`src/rtl/scan_chain_driver_if.sv`:
```
// Handshake and scan-chain signal bundle between a transaction requester,
// the scan chain driver and the physical scan_flop/latch chain.
interface scan_chain_driver_if #(
  parameter int W = 8
);
  logic         start;
  logic [W-1:0] din;
  logic         busy;
  logic         done;
  logic [W-1:0] dout;
  logic         scan_clk;
  logic         scan_select;
  logic         scan_data_out;
  logic         scan_data_in;
  logic         scan_latch_en;

  modport master (
    input  start, din, scan_data_in,
    output busy, done, dout, scan_clk, scan_select, scan_data_out, scan_latch_en
  );

  modport slave (
    output start, din, scan_data_in,
    input  busy, done, dout, scan_clk, scan_select, scan_data_out, scan_latch_en
  );
endinterface

```
`src/rtl/scan_chain_driver.sv`:
```
// Capture / shift / latch sequencer for a 2W-long scan chain: the first W flops
// feed the design inputs through latches, the last W flops capture its outputs.
module scan_chain_driver #(
  parameter int W       = 8,
  parameter int HALF    = 2,
  parameter int LATCH_N = 2
) (
  input logic                  clk,
  input logic                  reset,
  scan_chain_driver_if.master  bus
);
  localparam int CW = $clog2(2 * W + 1);
  localparam int PW = $clog2(3 * HALF + 1);
  localparam int LW = $clog2(LATCH_N + 1);

  localparam logic [PW-1:0] PH_RISE    = PW'(HALF - 1);
  localparam logic [PW-1:0] PH_FALL    = PW'(2 * HALF - 1);
  localparam logic [PW-1:0] PH_CAP_END = PW'(3 * HALF - 1);
  localparam logic [CW-1:0] K_OUT_END  = CW'(W - 1);
  localparam logic [CW-1:0] K_LAST     = CW'(2 * W - 1);
  localparam logic [LW-1:0] L_END      = LW'(LATCH_N - 1);

  typedef enum logic [2:0] {
    S_IDLE,
    S_CAPTURE,
    S_SHIFT,
    S_LATCH,
    S_DONE
  } state_t;

  state_t        state_q;
  logic [PW-1:0] phase_q;
  logic [CW-1:0] shift_q;
  logic [LW-1:0] lcnt_q;
  logic [W-1:0]  din_sh_q;
  logic [W-1:0]  shadow_q;
  logic [W-1:0]  dout_q;
  logic          busy_q;
  logic          done_q;
  logic          sclk_q;
  logic          ssel_q;
  logic          sdo_q;
  logic          sle_q;

  always_ff @(posedge clk or posedge reset) begin
    if (reset) begin
      state_q  <= S_IDLE;
      phase_q  <= '0;
      shift_q  <= '0;
      lcnt_q   <= '0;
      din_sh_q <= '0;
      shadow_q <= '0;
      dout_q   <= '0;
      busy_q   <= 1'b0;
      done_q   <= 1'b0;
      sclk_q   <= 1'b0;
      ssel_q   <= 1'b0;
      sdo_q    <= 1'b0;
      sle_q    <= 1'b0;
    end else begin
      done_q <= 1'b0;
      unique case (state_q)
        S_IDLE: begin
          if (bus.start) begin
            state_q  <= S_CAPTURE;
            din_sh_q <= bus.din;
            busy_q   <= 1'b1;
            phase_q  <= '0;
          end
        end
        S_CAPTURE: begin
          if (phase_q == PH_CAP_END) begin
            state_q <= S_SHIFT;
            phase_q <= '0;
            shift_q <= '0;
            ssel_q  <= 1'b1;
            sdo_q   <= 1'b0;
          end else begin
            phase_q <= phase_q + 1'b1;
            if (phase_q == PH_RISE) sclk_q <= 1'b1;
            if (phase_q == PH_FALL) sclk_q <= 1'b0;
          end
        end
        S_SHIFT: begin
          // The chain tail still holds the pre-shift bit on the edge that raises scan_clk.
          if (phase_q == PH_RISE) begin
            sclk_q <= 1'b1;
            if (shift_q <= K_OUT_END) shadow_q <= {shadow_q[W-2:0], bus.scan_data_in};
          end
          if (phase_q == PH_FALL) begin
            sclk_q  <= 1'b0;
            phase_q <= '0;
            if (shift_q == K_LAST) begin
              state_q <= S_LATCH;
              ssel_q  <= 1'b0;
              sdo_q   <= 1'b0;
              sle_q   <= 1'b1;
              lcnt_q  <= '0;
            end else begin
              shift_q <= shift_q + 1'b1;
              // Zeros fill the output half first, then din goes in MSB first.
              if (shift_q >= K_OUT_END) begin
                sdo_q    <= din_sh_q[W-1];
                din_sh_q <= {din_sh_q[W-2:0], 1'b0};
              end
            end
          end else begin
            phase_q <= phase_q + 1'b1;
          end
        end
        S_LATCH: begin
          if (lcnt_q == L_END) begin
            sle_q   <= 1'b0;
            state_q <= S_DONE;
            done_q  <= 1'b1;
            dout_q  <= shadow_q;
            busy_q  <= 1'b0;
          end else begin
            lcnt_q <= lcnt_q + 1'b1;
          end
        end
        S_DONE: state_q <= S_IDLE;
        default: state_q <= S_IDLE;
      endcase
    end
  end

  assign bus.busy          = busy_q;
  assign bus.done          = done_q;
  assign bus.dout          = dout_q;
  assign bus.scan_clk      = sclk_q;
  assign bus.scan_select   = ssel_q;
  assign bus.scan_data_out = sdo_q;
  assign bus.scan_latch_en = sle_q;
endmodule

```
`src/flat_wrapper.sv`:
```
// flat-port wrapper written by rule: the top's interface ports become plain ports
module scan_chain_driver_flat 
#(
  parameter int W       = 8,
  parameter int HALF    = 2,
  parameter int LATCH_N = 2
)
  (clk, reset, bus_start, bus_din, bus_scan_data_in, bus_busy, bus_done, bus_dout, bus_scan_clk, bus_scan_select, bus_scan_data_out, bus_scan_latch_en);
  scan_chain_driver_if #(.W(W)) bus_i ();
  input logic clk;
  input logic reset;
  input wire logic [$bits(bus_i.start)-1:0] bus_start;
  input wire logic [$bits(bus_i.din)-1:0] bus_din;
  input wire logic [$bits(bus_i.scan_data_in)-1:0] bus_scan_data_in;
  output wire logic [$bits(bus_i.busy)-1:0] bus_busy;
  output wire logic [$bits(bus_i.done)-1:0] bus_done;
  output wire logic [$bits(bus_i.dout)-1:0] bus_dout;
  output wire logic [$bits(bus_i.scan_clk)-1:0] bus_scan_clk;
  output wire logic [$bits(bus_i.scan_select)-1:0] bus_scan_select;
  output wire logic [$bits(bus_i.scan_data_out)-1:0] bus_scan_data_out;
  output wire logic [$bits(bus_i.scan_latch_en)-1:0] bus_scan_latch_en;
  assign bus_i.start = bus_start;
  assign bus_i.din = bus_din;
  assign bus_i.scan_data_in = bus_scan_data_in;
  assign bus_busy = bus_i.busy;
  assign bus_done = bus_i.done;
  assign bus_dout = bus_i.dout;
  assign bus_scan_clk = bus_i.scan_clk;
  assign bus_scan_select = bus_i.scan_select;
  assign bus_scan_data_out = bus_i.scan_data_out;
  assign bus_scan_latch_en = bus_i.scan_latch_en;
  scan_chain_driver #(.W(W), .HALF(HALF), .LATCH_N(LATCH_N)) u_core (.clk(clk), .reset(reset), .bus(bus_i));
endmodule
```
`config.mk`:
```
export PLATFORM = sky130hd
export DESIGN_NAME = scan_chain_driver_flat
export DESIGN_NICKNAME = d
export VERILOG_FILES = /design/src/rtl/scan_chain_driver_if.sv /design/src/rtl/scan_chain_driver.sv /design/src/flat_wrapper.sv
export SDC_FILE = /design/constraint.sdc
export NUM_CORES = 1
export LEC_CHECK = 0
export CAP_MARGIN = 15
export CORE_MARGIN = 8
export CORE_UTILIZATION = 59
export DETAILED_ROUTE_END_ITERATION = 8
export PLACE_DENSITY = 0.84
export REMOVE_ABC_BUFFERS = 1
export SYNTH_ARGS = -nofsm -noshare
export SYNTH_HDL_FRONTEND = slang
export SYNTH_SLANG_ARGS = --single-unit
```
`constraint.sdc`:
```
create_clock -name clk -period 3 [get_ports clk]
set_input_delay 0.45 -clock clk [delete_from_list [all_inputs] [get_ports clk]]
set_output_delay 0.45 -clock clk [all_outputs]
set_load 0.03 [all_outputs]
```
**Word-level counts from Yosys, hierarchy flattened**

Cells that the tools add are included.

- Word-level logic and storage cells: 98
- Output and inout port bits: 14
- Bits in registers: 43
- Input bits: 12

- Reductions and logical operators: 18
- Multiplexer cells: 44
- Order comparisons: 2
- Add/subtract/negate cells: 3
- Equal/unequal tests: 18

Operators by type and width:

| kind | count |
|---|---|
| two-way mux 8 bit | 4 |
| two-way mux 3 bit | 8 |
| AND reduction 4 bit | 5 |
| two-way mux 1 bit | 16 |
| case mux 8 bit (2 select lines) | 1 |
| two-way mux 5 bit | 3 |
| case mux 3 bit (4 select lines) | 1 |
| inequality test 2 x 1 -> 1 bit, second input constant | 5 |
| case mux 1 bit (2 select lines) | 5 |
| case mux 5 bit (2 select lines) | 1 |
| AND reduction 5 bit | 2 |
| equality test 3 x 2 -> 1 bit, second input constant | 3 |
| case mux 3 bit (3 select lines) | 1 |
| inequality test 2 bit, second input constant | 4 |
| nonzero test 2 bit | 4 |
| equality test 3 x 1 -> 1 bit, second input constant | 2 |
| two-way mux 2 bit | 3 |
| AND reduction 2 bit | 3 |
| AND reduction 3 bit | 2 |
| adder 5 x 1 -> 5 bit, second input constant | 1 |
| equality test 5 x 4 -> 1 bit, second input constant | 1 |
| >= comparator 5 x 3 -> 1 bit, second input constant | 1 |
| less-or-equal comparator 5 x 3 -> 1 bit, second input constant | 1 |
| case mux 2 bit (2 select lines) | 1 |
| other kinds (7) | 7 |

**Depth between registers and ports, before layout**

Gate-level depths: netlist (run 1).

- Depth after elaboration: 5
- Gate-level depth with buffers: 8
- Gate-level depth less buffers: 7

**Worst setup path after synthesis (run 1)**

No wires, ideal clock.

- Path kind: reg-to-reg
- Start: reg u_core.shift_q[0]
- End: reg u_core.shift_q[3]
- Path buffers: 1
- Data arrival time: 1.955 ns
- Clock period less this slack: 2.033 ns
- Library setup time: 0.077 ns
- Data required time: 2.923 ns
- Cell stages (with the launch flop): 8
- Setup slack: 0.967 ns
- Cells stage by stage: dfrtp_1 ha_1 and3_1 ha_1 clkbuf_1 a221o_1 or3_1 a21oi_1

- Longest elaborated chain between the ends: 4
- Elaborated cells between the ends (all ways): 7
- Classes of those cells: 1 x add/sub; 2 x eq/ne; 3 x mux; 1 x reduce/logical

RTL lines:

| what | RTL line | RTL |
|---|---|---|
| start: declaration | scan_chain_driver.sv:33 | `logic [CW-1:0] shift_q;` |
| start signal: assignment | scan_chain_driver.sv:100 | `shift_q <= shift_q + 1'b1;` |
| adder 5 x 1 -> 5 bit | scan_chain_driver.sv:100 |  |
| two-way mux 5 bit | scan_chain_driver.sv:93 | `if (shift_q == K_LAST) begin` |
| two-way mux 5 bit | scan_chain_driver.sv:90 | `if (phase_q == PH_FALL) begin` |
| case mux 5 bit (2 select lines) | scan_chain_driver.sv:62 | `unique case (state_q)` |

Several ways; a longest one is shown, not always the timed one. The select of a mux whose other input is x is not followed.
A chain may end at the register's enable or synchronous reset.

**Final worst setup path (run 1)**

Same ends and word-level chain as after synthesis.

==> metrics.txt, run 1 <==
status=complete, no violations; Worst Path Arrival=2.49 ns; #FFs+latches synth=43; register area=0.00108 mm^2; Std-Cell Rows=21; final WL=4230 um; data required time of the worst path=3.27 ns; Most used DFF post-synth=dfrtp_1; CP dominant cell by count=ha_1; setup violators final=0; clk_skew=0.00809 ns; Syn Inst Count=194; ys async rst share=1.00; met3 wire length=233 um; worst setup path startpoint=u_core.shift_q[0]$_DFFE_PP0P_; overall power=2.44 mW; Worst-Skew Late Latency=0.35 ns; Synth Cell Area=0.00210 mm^2; first-pass GRT wire length=7290 um; grt ovf=0; CP peak stage delay=0.44 ns; register area share after synthesis=0.513; hold-fix buffers at CTS=0; Die H=75.6 um; multi-input logic area=920 um^2; achievable clock frequency=451 MHz; unrepaired setup endpoints after global routing=no; GR Util All Layers=0.167; Syn Area/Cell=10.8 um^2; I/O Buffers=25; fin nets=237; Root Buffer=clkbuf_4; fillers=237; critical path type=flop to flop; CP max FO=8; DP Wirelength=3110 um; vias in the first global route=1588; worst path cell trace=ha_1, and3_1, ha_1, a221o_1, or3_1, a21oi_1; Setup crit end kind=flop; uppermost layer routed=met4; maximum clock path buffer count=2; largest net degree at the start of global routing=44; final worst slack=0.781 ns; DR WL met2=2150 um; cell area after layout=0.00243 mm^2; Synthesis Warnings=0; Max Cap Viol=0; VDD IR max=707 uV; Slew @ Worst Pin=0.608 ns; DRT iter0 DRCs=162; First-pass DRT Iterations=4; TNS Setup=0 ns; wire length per cell=16.0 um; Clk pin slew, worst setup/hold paths=0.13 ns; Hold Crit Class=flop to flop; Initial Utilization=0.619; worst-case reg-to-reg path depth=6; startpoint types=flop; Post-DP Area=0.00236 mm^2; initial antenna violation count=0; R2R Path End=u_core.shift_q[3]$_DFFE_PP0P_; Die Width=75.6 um; Ant. Diodes=0; Cells after DPL=257; TritonCTS clock tree=done; Slew HR=0.589; # clock sinks=43; Leak Pwr=1.13 nW; Met1 Wirelength=1730 um; htree depth=2; via count=1524; PostCTS Resize Cnt=0; Worst setup endpoint=u_core.shift_q[3]$_DFFE_PP0P_; cell family with most CP delay=adder cells; Yosys cell types=43; Setup WS pre-CTS=0.842 ns; GPL Wtd Cong=0.983; Stages on worst setup path=6; setup bufs post-CTS=0; FF-to-FF Start=u_core.shift_q[0]$_DFFE_PP0P_; minimum clock period after layout=2.22 ns; layout cells sized above 1=0.161; area delta synth->final=16.0%; final hold violation count=0; DIE AREA=0.00572 mm^2; Final Cycle Share=0.740; Top Ports=26; Power Dens Cells=1000 mW/mm^2; Worst path slowest cell=dfrtp_1; Post-synth EDFFs=0; Routed Antenna Nets=0; Num CTS Buffers=5; Max Transition Viols Final=0; worst reg2reg setup slack=0.78 ns; core area=0.00339 mm^2; worst path bufs/invs=0; Layout Cells excl Fill=264; vias per cell=5.77; DRC violations left=0
## Yosys cell counts, types with 2 or more instances
cell type	n	area share
dfrtp_1	43	0.51
nand2_1	34	0.061
mux2_2	23	0.12
inv_1	12	0.021
o21ai_0	8	0.019
ha_1	7	0.042
a21oi_1	6	0.014
nor2_1	6	0.011
nand3_1	5	0.012
buf_2	4	0.0095
o21ai_1	4	0.0095
clkbuf_1	3	0.0054
a22o_1	2	0.0083
a31oi_1	2	0.0060
a32o_1	2	0.0095
buf_6	2	0.011
nand4b_1	2	0.0083
nor2b_1	2	0.0060
nor4b_1	2	0.0083
o41ai_1	2	0.0083
## flip-flops by register name (all words and copies together) (netlist names)
register,flops
u_core.bus.scan_latch_en,1
u_core.shift_q,5
u_core.lcnt_q,2
u_core.shadow_q,8
u_core.bus.scan_select,1
u_core.phase_q,3
u_core.bus.done,1
u_core.bus.scan_data_out,1
u_core.din_sh_q,8
u_core.state_q,3
u_core.bus.scan_clk,1
u_core.bus.dout,8
u_core.bus.busy,1
## where the power goes
group / leakage (nW) / switching, mW / internal, mW
clock network: 0.0373 / 0.187 / 0.171
logic: 0.543 / 0.564 / 0.500
registers: 0.547 / 0.214 / 0.810
total: 1.13 / 0.964 / 1.48
## cells by family (layout without fill, tap and decap cells)
group | Yosys count | count (layout) | synth area share
flip-flops | 43 | 43 | 0.513
adder cells (fa/ha/maj) | 7 | 7 | 0.0417
AO/OA/AOI/OAI | 36 | 36 | 0.115
XOR/XNOR | 1 | 1 | 0.00417
multiplexers | 25 | 25 | 0.134
AND/OR/NAND/NOR | 60 | 60 | 0.144
buffers and inverters | 22 | 46 | 0.0489
## stage by stage
stage | utilization | hold WS [ns]
final | 0.718 | 0.505
after global routing | 0.718 | 0.543
after CTS | 0.718 | 0.511
after detailed placement | 0.696 | 0.481
after global placement | 0.696 | 0.454
after floorplan | - | 0.443
## layer usage
| layer | track usage | vias to the layer above |
|---|---|---|
| li1 | - | 719 |
| met1 | 0.197 | 744 |
| met2 | 0.274 | 50 |
| met3 | 0.0487 | 11 |
| met4 | 0.0789 | 0 |
| met5 | 0 | - |
## area by class of cell
cell class                 count  share of cell area
sequential                    43               0.442
clock inverter                 2              0.0154
multi-input combinational    129               0.378
timing repair buffer          26               0.106
inverter                      13              0.0200
tap                           46              0.0236
clock buffer                   5              0.0154
## worst reg2reg max path, cell delays in order (launching register included)
cell and delay [ns]:
dfrtp_1 0.44, ha_1 0.28, and3_1 0.20, ha_1 0.30, a221o_1 0.41, or3_1 0.34, a21oi_1 0.17
## cells in the final DEF, fill, tap and decap left out, types with 2 or more instances in the layout
master           instances
nand3_1                  5
nor4b_1                  2
clkdlybuf4s50_1         25
a32o_1                   2
ha_1                     7
clkbuf_4                 5
o21ai_0                  8
nand2_1                 34
nor2_1                   6
o41ai_1                  2
nand4b_1                 2
inv_1                   12
dfrtp_1                 43
a31oi_1                  2
a21oi_1                  6
mux2_2                  23
nor2b_1                  2
o21ai_1                  4
a22o_1                   2
## worst min path at each step
stage | startpoint | to | slack (ns) | cells past startpoint
floorplan | u_core.lcnt_q[1]$_DFFE_PP0P_ | u_core.lcnt_q[1]$_DFFE_PP0P_ | 0.44 | 2
global placement | u_core.lcnt_q[1]$_DFFE_PP0P_ | u_core.lcnt_q[1]$_DFFE_PP0P_ | 0.45 | 2
detailed placement | u_core.din_sh_q[1]$_DFFE_PP0P_ | u_core.din_sh_q[1]$_DFFE_PP0P_ | 0.48 | 1
CTS | u_core.din_sh_q[1]$_DFFE_PP0P_ | u_core.din_sh_q[1]$_DFFE_PP0P_ | 0.51 | 1
global route | u_core.din_sh_q[1]$_DFFE_PP0P_ | u_core.din_sh_q[1]$_DFFE_PP0P_ | 0.54 | 1
finish | u_core.din_sh_q[1]$_DFFE_PP0P_ | u_core.din_sh_q[1]$_DFFE_PP0P_ | 0.51 | 1
Power figures use the tool's default switching activity.
==> run 2, diff against run 1 <==
- CORE_UTILIZATION: 59 -> 49
- PLACE_DENSITY: 0.84 -> 0.75
- clock period: 3 -> 1.98 ns (I/O delays scaled with it)
==> run 2 against run 1 <==
Against the previous run: clock power grew 58%; critical path depth is the same; sequential power grew 43%; cell area grew 6.2%; power grew 56%; maximum frequency grew 15%; sequential share of layout area shrank 2.6 points; combinational power grew 68%; highest routed layer unchanged; cell count grew 6.8%.
==> metrics.txt, run 2 (same netlist as run 1, synthesis figures left out) <==
fin nets=248 (+4.6%); Std-Cell Rows=24 (+14%); TritonCTS clock tree=done; startpoint types=flop; status=complete, no violations; Worst-Skew Late Latency=0.29 ns (-0.06 ns); achievable clock frequency=519 MHz (+15%); GR Util All Layers=0.121 (-0.0459); Met1 Wirelength=1870 um (+7.7%); Power Dens Cells=1470 mW/mm^2 (+46%); grt ovf=0 (unchanged); Slew @ Worst Pin=0.514 ns (-0.0938 ns); data required time of the worst path=2.20 ns (-1.07 ns); area delta synth->final=23.3%; Num CTS Buffers=5 (unchanged); vias per cell=5.36 (-7.2%); GPL Wtd Cong=0.865 (-12%); final hold violation count=0 (unchanged); Setup crit end kind=flop; Root Buffer=clkbuf_8; Max Cap Viol=0 (unchanged); first-pass GRT wire length=6440 um (-12%); via count=1511 (-0.85%); worst setup path startpoint=u_core.shift_q[0]$_DFFE_PP0P_; DR WL met2=1910 um (-11%); layout cells sized above 1=0.235 (+0.0742); Hold Crit Class=primary input to async pin; DIE AREA=0.00663 mm^2 (+16%); I/O Buffers=25 (unchanged); Die Width=81.4 um (+7.7%); met3 wire length=194 um (-17%); First-pass DRT Iterations=4 (unchanged); # clock sinks=43 (unchanged); TNS Setup=0 ns (unchanged); initial antenna violation count=0 (unchanged); htree depth=2 (unchanged); Max Transition Viols Final=0 (unchanged); minimum clock period after layout=1.93 ns (-0.292 ns); final WL=4020 um (-4.9%); DRT iter0 DRCs=143 (-12%); Slew HR=0.657 (+0.0682); DRC violations left=0 (unchanged); Top Ports=26 (unchanged); FF-to-FF Start=u_core.shift_q[0]$_DFFE_PP0P_; Final Util=0.611 (-0.108); setup violators final=0 (unchanged); fillers=332 (+40%); Post-DP Area=0.00245 mm^2 (+3.8%); Ant. Diodes=0 (unchanged); most frequent cells in the layout=dfrtp_1 (43), nand2_1 (34), clkdlybuf4s50_1 (25); DP Wirelength=2840 um (-8.6%); Leak Pwr=1.19 nW (+5.1%); VDD IR max=947 uV (+34%); wire length per cell=14.3 um (-11%); Routed Antenna Nets=0 (unchanged); worst hold-check slack=0.439 ns (-0.0659 ns); maximum clock path buffer count=2 (unchanged); largest net degree at the start of global routing=44 (unchanged); setup bufs post-CTS=0 (unchanged); most common cell after layout, fill and taps aside=dfrtp_1; CP max FO=6 (-2); core area=0.00423 mm^2 (+25%); Clk pin slew, worst setup/hold paths=0.08 ns (-0.05 ns); worst reg2reg setup slack=0.05 ns (-0.73 ns); Die H=81.4 um (+7.7%); uppermost layer routed=met4; cell area after layout=0.00259 mm^2 (+6.2%); critical path type=flop to flop; Setup WS pre-CTS=0.0235 ns (-0.818 ns); vias in the first global route=1467 (-7.6%); hold-fix buffers at CTS=0 (unchanged); final worst slack=0.0538 ns (-0.728 ns); clk_skew=0.00778 ns (-0.000309 ns); Worst Path Arrival=2.14 ns (-0.35 ns); Initial Utilization=0.496 (-0.123); Final Cycle Share=0.973 (+0.233)
## run 2: cell types whose count changed in the layout (fill, tap and decap cells not counted), sizes merged
cell,before,now
bufinv,1,0
buf,1,12
inv,13,14
clkinvlp,1,2
## run 2: power by group
| group | total [mW] | switching (mW) | internal (mW) |
|---|---|---|---|
| combinational | 1.78 | 0.938 | 0.840 |
| sequential | 1.46 | 0.232 | 1.23 |
| clock | 0.564 | 0.311 | 0.252 |
## run 2: layout make-up
class,count,area [um^2],share of cell area
timing repair buffer,37,340,0.132
clock buffer,5,68.8,0.0266
tap,52,65.1,0.0252
sequential,43,1080,0.416
clock inverter,3,23.8,0.00919
multi-input combinational,129,963,0.373
inverter,13,48.8,0.0189
## run 2: metal layers
metal	GRT usage	up-vias
met3	0.0317	7
li1	-	750
met5	0	-
met4	0.0339	0
met2	0.198	41
met1	0.155	713
## run 2: final timing paths
kind / endpoint / cells past startpoint
setup / recovery: u_core.shift_q[3]$_DFFE_PP0P_ / 6
hold / removal: u_core.bus.dout[6]$_DFFE_PP0P_ / 3
setup reg to reg: u_core.shift_q[3]$_DFFE_PP0P_ / 6
hold reg to reg: u_core.lcnt_q[1]$_DFFE_PP0P_ / 2
max in group asynchronous: u_core.shadow_q[2]$_DFFE_PP0P_ / 3
min in group clk: u_core.lcnt_q[1]$_DFFE_PP0P_ / 2
## run 2: stage by stage
stage	total power, mW	cells
after global routing	4.08	282
final	3.80	282
after floorplan	2.64	185
after global placement	3.19	274
after detailed placement	3.23	274
after CTS	3.80	282
## run 2: timing repair
action                                  in CTS  in global routing
endpoints found under the setup margin       0                 12
resized for setup                            0                  9
hold endpoints to repair                     0                  0
## run 2: critical path: stages (launching register included)
cell	delay, ns
dfrtp_1	0.41
ha_2	0.20
and3_4	0.18
ha_4	0.17
a221o_1	0.39
or3_4	0.34
a21oi_2	0.15
==> run 3, diff against run 2 <==
- CORE_UTILIZATION: 49 -> 56
- DONT_BUFFER_PORTS: not set -> 1
- PLACE_DENSITY: 0.75 -> 0.74
==> run 3 against run 2 <==
Against the previous run: sequential power grew 15%; cell area fell by 10%; clock power rose by 4.1%; utilization grew 2.9 points; critical path type unchanged; largest cell class unchanged.
==> metrics.txt, run 3 (same netlist as run 1, synthesis figures left out) <==
Worst Path Arrival=2.13 ns (about the same); Ant. Diodes=0 (unchanged); vias in the first global route=1537 (+4.8%); final hold violation count=0 (unchanged); Final Cycle Share=0.959 (-0.0134); data required time of the worst path=2.21 ns (about the same); Initial Utilization=0.577 (+0.0819); htree depth=2 (unchanged); Worst setup endpoint=u_core.shift_q[3]$_DFFE_PP0P_; FF-to-FF Start=u_core.shift_q[0]$_DFFE_PP0P_; Routed Antenna Nets=0 (unchanged); Worst-Skew Late Latency=0.29 ns (about the same); Die Width=77.2 um (-5.2%); most common cell after layout, fill and taps aside=dfrtp_1; TritonCTS clock tree=done; TNS Setup=0 ns (unchanged); vias per cell=5.89 (+9.9%); GPL Wtd Cong=0.888 (+2.7%); DP Wirelength=3010 um (+5.7%); hold-fix buffers at CTS=0 (unchanged); Clk pin slew, worst setup/hold paths=0.08 ns (about the same); grt ovf=0 (unchanged); area delta synth->final=10.8%; final WL=4170 um (+3.7%); maximum clock path buffer count=2 (unchanged); Hold Crit Class=primary input to async pin; uppermost layer routed=met4; DRC violations left=0 (unchanged); initial antenna violation count=0 (unchanged); wire length per cell=16.5 um (+16%); Num CTS Buffers=5 (unchanged); core area=0.00363 mm^2 (-14%); fin nets=223 (-10%); layout cells sized above 1=0.254 (+0.0189); Leak Pwr=1.10 nW (-7.5%); Power Dens Cells=1580 mW/mm^2 (+7.6%); worst reg2reg setup slack=0.08 ns (+0.03 ns); Met1 Wirelength=1710 um (-8.5%); Root Buffer=clkbuf_8; Top Ports=26 (unchanged); Die H=77.2 um (-5.2%); achievable clock frequency=526 MHz (+1.4%); DIE AREA=0.00596 mm^2 (-10%); overall power=3.68 mW (-3.2%); clk_skew=0.00571 ns (-0.00206 ns); via count=1490 (-1.4%); I/O Buffers=0 (-100%); worst setup path startpoint=u_core.shift_q[0]$_DFFE_PP0P_; status=complete, no violations; unrepaired setup endpoints after global routing=no; met3 wire length=314 um (+62%); First-pass DRT Iterations=4 (unchanged); Std-Cell Rows=22 (-8.3%); Slew @ Worst Pin=0.685 ns (+0.171 ns); DRT iter0 DRCs=137 (-4.2%); GR Util All Layers=0.148 (+0.0272); VDD IR max=954 uV (+0.72%); minimum clock period after layout=1.90 ns (-0.0266 ns); Setup crit end kind=flop; setup violators final=0 (unchanged); startpoint types=flop; critical path type=flop to flop; CP max FO=6 (unchanged); Max Transition Viols Final=0 (unchanged); worst-case reg-to-reg path depth=6 (unchanged); most frequent cells in the layout=dfrtp_1 (43), nand2_1 (34), mux2_2 (23); # clock sinks=43 (unchanged); R2R Path End=u_core.shift_q[3]$_DFFE_PP0P_; DR WL met2=2050 um (+7.7%); Max Cap Viol=0 (unchanged); fillers=300 (-9.6%); largest net degree at the start of global routing=44 (unchanged); Slew HR=0.537 (-0.120); first-pass GRT wire length=7190 um (+12%)
## run 3: cell types whose count changed in the layout (fill, tap and decap cells not counted), sizes merged
cell and change:
clkinvlp -1, clkdlybuf4s50 -25, clkinv +1, inv -1
clkbuf +1
## run 3: through the flow
stage | utilization | hold slack [ns] | cell area (um^2) | setup WS [ns] | cells
final | 0.640 | 0.0218 | 2320 | 0.0804 | 253
after global routing | 0.640 | 0.0584 | 2320 | 0.00453 | 253
after CTS | 0.630 | 0.0331 | 2290 | 0.0552 | 252
after detailed placement | 0.602 | 0.358 | 2190 | 0.00185 | 244
after global placement | 0.602 | 0.347 | 2190 | 0.106 | 244
after floorplan | - | 0.431 | 2040 | 0.0188 | 185
## run 3: layout make-up
cell class | instances | area (um^2) | area share
clock buffers | 6 | 82.6 | 0.0355
clock inverters | 2 | 16.3 | 0.00700
inverters | 13 | 48.8 | 0.0210
multi-input cells | 129 | 951 | 0.409
flip-flops and latches | 43 | 1080 | 0.463
well taps | 48 | 60.1 | 0.0258
repair buffers | 12 | 90.1 | 0.0388
## run 3: worst max-delay path, stage by stage, from the launching register on
cell and delay, ns:
dfrtp_1 0.42, ha_2 0.20, and3_1 0.21, ha_4 0.19, a221o_1 0.37, or3_1 0.33
a21oi_2 0.12
## run 3: power by group
group          total [mW]  switching [mW]  internal, mW  leakage, nW
Clock               0.587           0.303         0.285       0.0474
Sequential           1.68           0.453          1.23        0.547
Combinational        1.41           0.727         0.685        0.502
Total                3.68            1.48          2.20         1.10
## run 3: worst min-delay path by stage
stage | cells after the start | end | slack, ns
2_1_floorplan | 2 | u_core.din_sh_q[0]$_DFFE_PP0P_ | 0.43
3_3_place_gp | 2 | u_core.bus.done$_DFF_PP0_ | 0.35
3_5_place_dp | 2 | u_core.bus.done$_DFF_PP0_ | 0.36
4_1_cts | 2 | u_core.bus.done$_DFF_PP0_ | 0.03
5_1_grt | 2 | u_core.din_sh_q[0]$_DFFE_PP0P_ | 0.06
6_report | 2 | u_core.din_sh_q[1]$_DFFE_PP0P_ | 0.02
## run 3: what timing repair did
action,CTS,global route
gates cloned,0,0
setup endpoints to repair,1,10
resized for setup,1,6
setup buffers,0,1
pin swaps,0,2
## run 3: per-layer routing
layer,vias up,GRT usage
met5,-,0
met4,0,0.0509
met3,10,0.0641
met2,49,0.248
met1,734,0.165
li1,697,-
